$ cat src/rtl/store_buffer.sv
// store_buffer: formats pipeline stores (byte-lane alignment and byte enables),
// queues them in a small FIFO and drains them to data memory over req/ack.
// The head entry stays counted in the FIFO until memory acknowledges it.
module store_buffer #(
   parameter int DEPTH = 4,
   parameter int AW    = 32
) (
   input  logic          clk,
   input  logic          rst,
   input  logic          st_valid,
   output logic          st_ready,
   input  logic [AW-1:0] st_addr,
   input  logic [31:0]   st_data,
   input  logic [2:0]    dm_ctrl,
   output logic          mem_req,
   output logic [AW-1:0] mem_addr,
   output logic [31:0]   mem_wdata,
   output logic [3:0]    mem_be,
   input  logic          mem_ack,
   output logic          misalign,
   output logic          empty
);

   localparam int PW = (DEPTH > 1) ? $clog2(DEPTH) : 1;

   // Shared data-memory access-width encodings
   localparam logic [2:0] dm_byte              = 3'b000;
   localparam logic [2:0] dm_halfword          = 3'b001;
   localparam logic [2:0] dm_word              = 3'b010;
   localparam logic [2:0] dm_byte_unsigned     = 3'b100;
   localparam logic [2:0] dm_halfword_unsigned = 3'b101;

   typedef enum logic {S_IDLE, S_REQ} state_t;

   state_t        state;
   logic [AW-3:0] q_addr  [DEPTH];
   logic [31:0]   q_wdata [DEPTH];
   logic [3:0]    q_be    [DEPTH];
   logic [PW-1:0] wr_ptr;
   logic [PW-1:0] rd_ptr;
   logic [PW-1:0] rd_nxt;
   logic [PW:0]   count;
   logic [PW:0]   cnt_rem;

   logic          legal;
   logic [3:0]    fmt_be;
   logic [31:0]   fmt_wdata;
   logic          push_acc;
   logic          push;
   logic          pop;
   logic          load;

   // Lane alignment, byte enables and legality of the incoming store
   always_comb begin
      legal     = 1'b0;
      fmt_be    = '0;
      fmt_wdata = st_data;
      unique case (dm_ctrl)
         dm_byte, dm_byte_unsigned: begin
            legal     = 1'b1;
            fmt_be    = 4'b0001 << st_addr[1:0];
            fmt_wdata = {4{st_data[7:0]}};
         end
         dm_halfword, dm_halfword_unsigned: begin
            legal     = ~st_addr[0];
            fmt_be    = st_addr[1] ? 4'b1100 : 4'b0011;
            fmt_wdata = {2{st_data[15:0]}};
         end
         dm_word: begin
            legal     = (st_addr[1:0] == 2'b00);
            fmt_be    = 4'b1111;
            fmt_wdata = st_data;
         end
         default: begin
            legal     = 1'b0;
         end
      endcase
   end

   assign st_ready = (count != (PW+1)'(DEPTH));
   assign push_acc = st_valid && st_ready;
   assign push     = push_acc && legal;
   assign pop      = (state == S_REQ) && mem_ack;
   assign cnt_rem  = count - (PW+1)'(pop);
   assign rd_nxt   = rd_ptr + PW'(pop);
   // A new head is presented whenever the port is free (idle, or the current
   // head is being acked) and something is either queued behind it or arriving.
   assign load     = ((state == S_IDLE) || pop) && ((cnt_rem != '0) || push);
   assign mem_req  = (state == S_REQ);
   assign empty    = (count == '0) && (state == S_IDLE);

   // FIFO storage write
   always_ff @(posedge clk) begin
      if (push) begin
         q_addr[wr_ptr]  <= st_addr[AW-1:2];
         q_wdata[wr_ptr] <= fmt_wdata;
         q_be[wr_ptr]    <= fmt_be;
      end
   end

   // Pointers, occupancy and the one-cycle misalign pulse
   always_ff @(posedge clk) begin
      if (rst) begin
         wr_ptr   <= '0;
         rd_ptr   <= '0;
         count    <= '0;
         misalign <= 1'b0;
      end else begin
         if (push) wr_ptr <= wr_ptr + 1'b1;
         rd_ptr   <= rd_nxt;
         count    <= cnt_rem + (PW+1)'(push);
         misalign <= push_acc && !legal;
      end
   end

   // Drain FSM with registered memory-side outputs; when nothing is left the
   // head comes straight from the incoming store so idle latency is one cycle.
   always_ff @(posedge clk) begin
      if (rst) begin
         state     <= S_IDLE;
         mem_addr  <= '0;
         mem_wdata <= '0;
         mem_be    <= '0;
      end else if (load) begin
         state <= S_REQ;
         if (cnt_rem != '0) begin
            mem_addr  <= {q_addr[rd_nxt], 2'b00};
            mem_wdata <= q_wdata[rd_nxt];
            mem_be    <= q_be[rd_nxt];
         end else begin
            mem_addr  <= {st_addr[AW-1:2], 2'b00};
            mem_wdata <= fmt_wdata;
            mem_be    <= fmt_be;
         end
      end else if (pop) begin
         state <= S_IDLE;
      end
   end

endmodule
$ cat config.mk
export PLATFORM = sky130hd
export DESIGN_NAME = store_buffer
export DESIGN_NICKNAME = d
export VERILOG_FILES = /design/src/rtl/store_buffer.sv
export SDC_FILE = /design/constraint.sdc
export NUM_CORES = 1
export LEC_CHECK = 0
export CAP_MARGIN = 0
export CELL_PAD_IN_SITES_DETAIL_PLACEMENT = 1
export CELL_PAD_IN_SITES_GLOBAL_PLACEMENT = 2
export CORE_MARGIN = 3
export CORE_UTILIZATION = 31
export DETAILED_ROUTE_END_ITERATION = 12
export PLACE_DENSITY = 0.65
export RECOVER_POWER = 100
export SLEW_MARGIN = 20
export SYNTH_ARGS = -nofsm -noshare
export SYNTH_HDL_FRONTEND = slang
export SYNTH_SLANG_ARGS = --single-unit
$ cat constraint.sdc
create_clock -name clk -period 7.7 [get_ports clk]
set_clock_uncertainty 0.15 [all_clocks]
set_input_delay 1.155 -clock clk [delete_from_list [all_inputs] [get_ports clk]]
set_output_delay 1.155 -clock clk [all_outputs]
set_load 0.05 [all_outputs]
# After elaboration in Yosys (flattened, before gate mapping)
# Memory sizes are Yosys's and may differ from the RTL's.
# Cells that the tools add are included.
dict set report totals {
  register_bits 77
  ram_bits 264
  input_bits 71
  output_inout_bits 72
  mem_count 3
}
# name depth word_bits read_ports rd_clocked_by_memory_dff write_ports line_no
set memory_table {}
lappend memory_table {q_wdata 4 32 1 0 1 37} ;# logic [31:0] q_wdata [DEPTH];
lappend memory_table {q_addr 4 30 1 0 1 36} ;# logic [AW-3:0] q_addr [DEPTH];
lappend memory_table {q_be 4 4 1 0 1 38} ;# logic [3:0] q_be [DEPTH];
dict set report op_classes {
  n_addsub 4
  eq_ne 5
  shift 1
  muxes 11
  n_bitwise 2
  reduce_logical 16
}
# op count
set ops {}
lappend ops {{2-to-1 mux 32 bit} 2}
lappend ops {{case mux 32 bit (2 select lines)} 1}
lappend ops {{case mux 4 bit (3 select lines)} 1}
lappend ops {{2-to-1 mux 4 bit} 2}
lappend ops {{== test 3 bit, second input constant} 2}
lappend ops {{logical AND 1 bit} 6}
lappend ops {{zero test 3 bit} 2}
lappend ops {{2-to-1 mux 1 bit} 4}
lappend ops {{OR reduction 2 bit} 2}
lappend ops {{<< shifter 1 x 2 -> 4 bit, first input constant} 1}
lappend ops {{adder 3 x 1 -> 3 bit} 1}
lappend ops {{== test 3 x 1 -> 1 bit, second input constant} 1}
lappend ops {{== test 3 x 2 -> 1 bit, second input constant} 1}
lappend ops {{inequality test 3 bit, second input constant} 1}
lappend ops {{case mux 1 bit (3 select lines)} 1}
lappend ops {{nonzero test 3 bit} 1}
lappend ops {{subtractor 3 x 1 -> 3 bit} 1}
lappend ops {{adder 2 x 1 -> 2 bit} 1}
lappend ops {{adder 2 x 1 -> 2 bit, second input constant} 1}
lappend ops {{zero test 2 bit} 1}
lappend ops {{logical OR 1 bit} 2}
lappend ops {{inverter 1 bit} 2}
lappend ops {{nonzero test 2 bit} 1}
lappend ops {{zero test 1 bit} 1}

# Depth between registers and ports, before layout
dict set report logic_depth {
  depth_word 7
  ltp_mapped 9
}

# Least setup slack after synthesis
# OpenSTA, ideal clock, no wires.
dict set report synth_timing {
  path_type {input port to flip-flop}
  startpoint {in dm_ctrl[0]}
  endpoint {mem q_addr[0][0] (netlist bit), enable pin}
  setup_time_ns 0.431
  arrival_time_ns 3.753
  setup_slack_ns 3.366
  path_stages 4
  n_path_buf 0
  path_cell_list {or4_4 a211o_1 inv_1 and2_1}
}
dict set report synth_between {
  elab_chain_cells 6
  word_cells_on_any_way 11
  classes_between {4 x eq/ne; 3 x mux; 4 x reduce/logical}
}
# item line_no
set synth_lines {}
lappend synth_lines {{start, declared} 14} ;# input logic [2:0] dm_ctrl,
lappend synth_lines {{== test 3 x 1 -> 1 bit, or another cell as far along} 58} ;# unique case (dm_ctrl)
lappend synth_lines {{OR reduction 2 bit} 58}
lappend synth_lines {{case mux 1 bit (3 select lines) *} 58}
lappend synth_lines {{logical AND 1 bit *} 82} ;# assign push = push_acc && legal;
lappend synth_lines {{net push} 49} ;# logic push;
lappend synth_lines {{2-to-1 mux 1 bit *} 94} ;# if (push) begin
lappend synth_lines {{2-to-1 mux 1 bit (implied by the code) *} 95} ;# q_addr[wr_ptr] <= st_addr[AW-1:2];
lappend synth_lines {{end, declared} 36}
# Mark *: on every way through the listed nets, which the timed path passes. The rest lies on a longest branch.

# Worst setup path in the final report
dict set report layout_timing {
  startpoint {in mem_ack}
  endpoint {reg mem_addr[10]}
}
dict set report layout_between {
  elab_chain_cells 5
  word_cells_on_any_way 9
  classes_between {2 x add/sub; 1 x mux; 5 x reduce/logical; 1 x memory}
}
# item line_no
set layout_lines {}
lappend layout_lines {{start, declared} 19} ;# input logic mem_ack,
lappend layout_lines {{logical AND 1 bit *} 83} ;# assign pop = (state == S_REQ) && mem_ack;
lappend layout_lines {{parallel branches: the longest is 4 deep, another holds memory read (4 x 30 bit)} -}
lappend layout_lines {{end signal, assigned} 127} ;# mem_addr <= {q_addr[rd_nxt], 2'b00};
lappend layout_lines {{end signal, assigned} 131} ;# mem_addr <= {st_addr[AW-1:2], 2'b00};
lappend layout_lines {{end, declared} 16} ;# output logic [AW-1:0] mem_addr,
# Mark *: on every way between the ends.
# A chain may end at the register's enable or synchronous reset.

==> key figures <==
Status
  • Outcome: complete, but fails checks
  • Failing checks: capacitance limit, slew limit

Placement
  • GP Congestion: 0.705
  • Post-DP HPWL: 21700 um
  • DP Area: 0.0155 sq mm
  • Pre-CTS setup slack: 2.73 ns
  • Placed insts: 1523
  • # port buffers: 140

Setup path
  • Crit-path max FO: 25
  • Critical path capture point type: flip-flop
  • Worst path required time: 7.95 ns
  • WS Path Type: primary input to flip-flop
  • Crit start category: primary input
  • WP data arrival: 6.03 ns

STA
  • Final worst-path cycle share: 75.1%
  • Max_slew headroom: -70.9%
  • Final worst slack: 1.92 ns
  • Peak Freq: 173 MHz
  • Post-route minimum period: 5.78 ns
  • Final Setup Violations: 0
  • Slew Viols, Final: 173
  • Final Hold Fails: 0
  • Unrepaired setup endpoints after global routing: no
  • Worst slew pin tran: 2.55 ns
  • Total Neg Setup Slack: 0 ns

Global route
  • Largest net degree at the start of global routing: 76
  • First-pass GRT wire length: 55400 um
  • Number of global-route vias before repair: 8623
  • Total track usage: 15.5%
  • Global route overflow: 0
  • Initial antenna violation count: 1

CTS
  • H-tree depth: 2
  • Post-CTS sizing: 0
  • CTS Hold Bufs: 0
  • Postcts setup bufs: 0
  • CTS clk-pin slew, worst paths: 0.06 ns
  • Clock tree sinks: 339
  • CTS Buf Count: 37
  • Clk Tree Root Cell: clkbuf_16
  • Skew-Pair Late Insertion Delay: 0.50 ns
  • CTS Buffer Depth: 3
  • CTS tree: done

Yosys
  • Post-synthesis mux area share: 13.7%
  • Post-synth top area share: 58.6%
  • Average size of a mapped cell: 15.9 sq um
  • Syn. warnings: 0
  • Area contributors post-synth: edfxtp_1, dfxtp_1, mux4_2, mux2_2, a311oi_1
  • EDFF count, synth: 264
  • Synthesized instance count: 851
  • Main combinational cell family by area after synthesis: multiplexers
  • Ys async rst share: 0%
  • Cell taking the most area after synthesis: edfxtp_1
  • Adder-cell share of the synthesized area: 0.833%
  • Simple-gate share of the synthesized area: 6.72%
  • Post-synthesis compound-gate area fraction: 6.11%
  • Netlist cell types: 32
  • Synth Flop Type: edfxtp_1
  • Most instantiated cells after synthesis: edfxtp_1, nand2_1, dfxtp_1, mux2_2, nor3_1
  • Xor and xnor fraction of the mapped netlist area: 0.324%
  • Post-synthesis sequential area ratio: 69.7%
  • Seq cells post-synth: 339
  • Mapped Area: 0.0135 sq mm
  • Leading cell type by number of instances after synthesis: edfxtp_1

Floorplan
  • Horiz. Die Dim: 215 um
  • I/O Pins: 143
  • Die Y: 215 um
  • Core area: 0.0425 sq mm
  • Site Rows: 75
  • Die ar.: 0.0462 sq mm
  • Initial core utilization: 31.8%

Flow run
  • Max-Cap Viols: 6

Cells and area
  • Layout Area Growth over Synthesis: 22.5%
  • Non-filler instance count after layout: 1588
  • Total Nets Final: 1065
  • Ant diodes: 0
  • Fin area: 0.0166 sq mm
  • Final core occ: 39.0%
  • Layout cells sized above 1: 16.1%

Pwr
  • Pwr dens: 409 mW/mm^2
  • Static leakage: 5.47 nW
  • Peak supply drop: 0.000349 V

Route
  • Routed vias/inst: 5.00
  • Via count: 7945
  • Initial drt markers: 477
  • Routed wire length: 36400 um
  • DRT antenna net count: 0
  • DRC: 0
  • Number of iterations in the first detailed-routing pass: 5
  • Routed WL per cell: 23.0 um

Min path
  • HP Class: flip-flop to flip-flop
-- layout make-up --
| class | count | area [sq um] |
|---|---|---|
| fillers | 4244 | 25900 |
| flip-flops and latches | 339 | 9430 |
| multi-input cells | 439 | 3790 |
| repair buffers | 158 | 1510 |
| clock buffers | 53 | 1010 |
| well taps | 577 | 722 |
| clock inverters | 12 | 77.6 |
| inverters | 10 | 37.5 |
-- critical path: stages --
cell           delay [ns]
dlygate4sd3_1        0.59
and2_0               0.21
ha_1                 0.20
xor2_1               1.90
clkbuf_1             1.17
mux4_2               0.42
nand2_1              0.08
a311oi_1             0.28
-- power by group --
part | switching (mW) | internal (mW)
Clock | 0.674 | 0.938
Combinational | 1.93 | 0.915
Sequential | 0.110 | 2.20
Total | 2.72 | 4.06
-- per-layer routing --
metal | up-vias | track usage [%] | wire length [um]
met1 | 4173 | 21.4 | 16700
met3 | 26 | 2.51 | 1330
met4 | 0 | 2.37 | 338
met5 | - | 0 | 0
met2 | 145 | 26.5 | 18000
li1 | 3601 | - | -
-- cell usage in the layout (no fill, tap or decap), drive strengths merged --
cell type / Yosys / layout
clkbuf: 37 / 58
nor2b: 5 / 5
o31ai: 2 / 2
and2: 6 / 6
clkdlybuf4s50: 0 / 29
mux2: 72 / 72
clkinv: 0 / 11
a22oi: 20 / 20
bufinv: 0 / 1
dfxtp: 75 / 75
o21ai: 2 / 2
mux4: 46 / 46
a2111oi: 1 / 1
ha: 9 / 9
a21o: 1 / 1
or3b: 1 / 1
nand2b: 1 / 1
nor3: 67 / 67
xnor2: 3 / 3
a21oi: 6 / 6
nor3b: 1 / 1
or4: 1 / 1
dlygate4sd3: 0 / 110
inv: 10 / 10
conb: 1 / 2
nor4: 2 / 2
edfxtp: 264 / 264
xor2: 2 / 2
buf: 27 / 14
a311oi: 66 / 66
nand2: 116 / 116
a211o: 1 / 1
nor2: 6 / 6
-- registers in the layout, summed over array words and instances (netlist names), 3 cells and up --
| register | flops |
|---|---|
| q_wdata | 128 |
| q_addr | 120 |
| mem_wdata | 32 |
| mem_addr | 30 |
| q_be | 16 |
| mem_be | 4 |
| count | 3 |
-- kinds of logic (layout without fill, tap and decap cells) --
logic type / Yosys count / in the layout
buffers and inverters: 74 / 233
AOI/OAI and AO/OA: 99 / 99
muxes: 118 / 118
and+or+nand+nor: 206 / 206
DFF: 339 / 339
xor gates and xnor gates: 5 / 5
adders and majority gates: 9 / 9
other: 1 / 2
-- through the flow --
step           hold slack (ns)  power [mW]
6_report                 0.389        6.77
5_1_grt                  0.413        7.16
4_1_cts                  0.386        6.96
3_5_place_dp             0.373        5.33
3_3_place_gp             0.357        5.29
2_1_floorplan            0.319        4.31
-- final timing paths --
check | from | to | slack, ns | cells after the start
worst min-delay path | wr_ptr[1]$_SDFFE_PP0P_ | wr_ptr[1]$_SDFFE_PP0P_ | 0.39 | 2
worst min register to register | wr_ptr[1]$_SDFFE_PP0P_ | wr_ptr[1]$_SDFFE_PP0P_ | 0.39 | 2
worst max-delay path | mem_ack | mem_addr[10]$_SDFFE_PP0P_ | 1.92 | 8
worst max register to register | mem_req$_SDFFE_PP0P_ | mem_addr[10]$_SDFFE_PP0P_ | 2.74 | 7
Power figures use the tool's default switching activity.
==> variant, RTL diff (same settings) <==
Set the parameter `AW` to 64 (it was 32).
--- a/src/rtl/store_buffer.sv
+++ b/src/rtl/store_buffer.sv
@@ -5,3 +5,3 @@
    parameter int DEPTH = 4,
-   parameter int AW    = 32
+   parameter int AW    = 64
 ) (
Ports: changed (resized mem_addr and st_addr); port bits go from 143 to 207. No check against the original RTL was run, so the function may have changed too.
==> variant against the original RTL <==
- hold slack improved by 0.0045 ns
- power grew 52%
- sequential share of layout area increased by 0.43 points
- register-to-register slack gained 1.0 ns
- largest power group unchanged
- combinational power rose by 49%
- global-route usage is 0.92 points higher
- wire length increased by 51%
- the run still ends with capacitance limit, slew limit left
- synthesized area increased by 44%
- worst setup slack improved by 0.34 ns
- sequential cell count grew 160
- core utilization increased by 0.20 points
- first-iteration DRC count grew 59%
- critical path depth decreased by 1
- design area is 46% higher
==> variant: results (changes against the original RTL) <==
metric;value;unit;change
clock_latency;0.59;ns;+0.09 ns
slew_violations;225;;+30%
fillerInstances;6230;;+47%
post_cts_resized;0;;unchanged
synth-async-reset-ratio;0;%;unchanged
synth.top_cells.by_count;392 x sky130_fd_sc_hd__edfxtp_1, 180 x sky130_fd_sc_hd__nand2_1, 107 x sky130_fd_sc_hd__dfxtp_1;;
cts_max_level;2;;unchanged
post_route_cells_drive_above_1_share;16.5;%;+0.33 points
root_cell_of_the_clock_tree;sky130_fd_sc_hd__clkbuf_16;;
pin_count_of_the_biggest_net_entering_global_routing;80;;+5.3%
first_pass_iters;5;;unchanged
grt_util_all_layers;16.5;%;+0.92 points
first_global_vias;12152;;+41%
io_buffers;204;;+46%
leading_registers_by_flop_count;q_addr x248, q_wdata x128, mem_addr x62;;
path_clk_slew;0.06;ns;about the same
wl;55000;um;+51%
via_count;11381;;+43%
place.gp.congestion;0.725;;+2.8%
grt_first_pass_wirelength;82100;um;+48%
cap_violations;8;;+2
cts_buffers;52;;+41%
max-slew-margin-rel;-103;%;-33 points
worstPathArrival;5.77;ns;-0.26 ns
ant_nets;0;;unchanged
finish.net_count;1502;;+41%
p_leak;7.98;nW;+46%
violations;capacitance limit, slew limit;;
clock_tree_buf_depth;3;;unchanged
worst_ir_drop_vdd;0.466;mV;+33%
number_of_antenna_violations_at_the_first_check_in_global_routing;7;;+6
path_max_fanout;49;;+96%
yosys_warnings;0;;unchanged
drt_first_iter_violations;759;;+59%
critPathMaxStageDelay;2.19;ns;+0.29 ns
synth-edff-count;392;;+48%
synth_cell_types;32;;unchanged
status;finished, violations left;;
detailed_place_hpwl;31500;um;+45%
slowest_stage;sky130_fd_sc_hd__clkbuf_1;;
critPathTopFamily;buffers and inverters;;
seq_area_frac_synth;71.5;%;+1.8 points
min-delay-path-class;register to register;;
ys_top_cells_by_area;sky130_fd_sc_hd__edfxtp_1 60%, sky130_fd_sc_hd__dfxtp_1 11%, sky130_fd_sc_hd__mux4_2 9.0%;;
setup_failing_eps_final;0;;unchanged
cts_post_setup_buffers_inserted;0;;unchanged
==> variant: tightest hold or removal path: cells and delay by family, from the launching register on <==
family / cells / cell delay [ns]
flops: 1 / 0.35
compound gates: 1 / 0.07
simple gates: 1 / 0.07
==> variant: cell families after synthesis <==
family,Yosys count,synth area share (%)
buffers and inverters,102,2.08
other,1,0.0193
and+or+nand+nor,302,6.72
AOI/OAI and AO/OA,131,5.71
adders and majority gates,9,0.578
DFF,499,71.5
muxes,150,13.2
xor gates and xnor gates,5,0.225
==> variant: final cells by class <==
type                    instances  share of cell area (%)
multi-input cells             599                    21.6
flip-flops and latches        499                    57.3
clock buffers                  74                    6.17
well taps                     837                    4.32
diodes                          6                  0.0619
repair buffers                228                    9.13
inverters                      10                   0.155
clock inverters                24                    1.25
==> variant: path summary, 6_finish.rpt <==
path,startpoint,end,slack (ns),cells after the start
worst min-delay path,wr_ptr[1],wr_ptr[1],0.39,2
worst max-delay path,dm_ctrl[1],mem_addr[61],2.26,7
worst min register to register,wr_ptr[1],wr_ptr[1],0.39,2
worst max register to register,count[2],mem_addr[61],3.75,5
==> variant: per-stage QoR <==
stage | worst slack (ns) | std cells | hold WS [ns] | instance area, sq um
2_1_floorplan | 2.60 | 1200 | 0.319 | 19500
3_3_place_gp | 2.85 | 2172 | 0.348 | 22500
3_5_place_dp | 2.79 | 2173 | 0.392 | 22500
4_1_cts | 3.41 | 2271 | 0.401 | 24300
5_1_grt | 1.95 | 2272 | 0.417 | 24300
6_report | 2.26 | 2277 | 0.393 | 24300
==> variant: metal layers <==
layer	vias to the layer above	global-route usage, %	routed length [um]
met5	-	0	7
met4	2	3.67	818
met3	55	3.49	2730
met2	233	26.2	25800
met1	5960	23.2	25600
li1	5131	-	-
==> variant: power breakdown <==
group / leakage, nW / switching, W / total [W] / internal, W
registers: 4.44 / 0.000174 / 0.00341 / 0.00324
logic: 2.65 / 0.00287 / 0.00424 / 0.00137
clock network: 0.888 / 0.00104 / 0.00262 / 0.00159
total: 7.98 / 0.00408 / 0.0103 / 0.00620
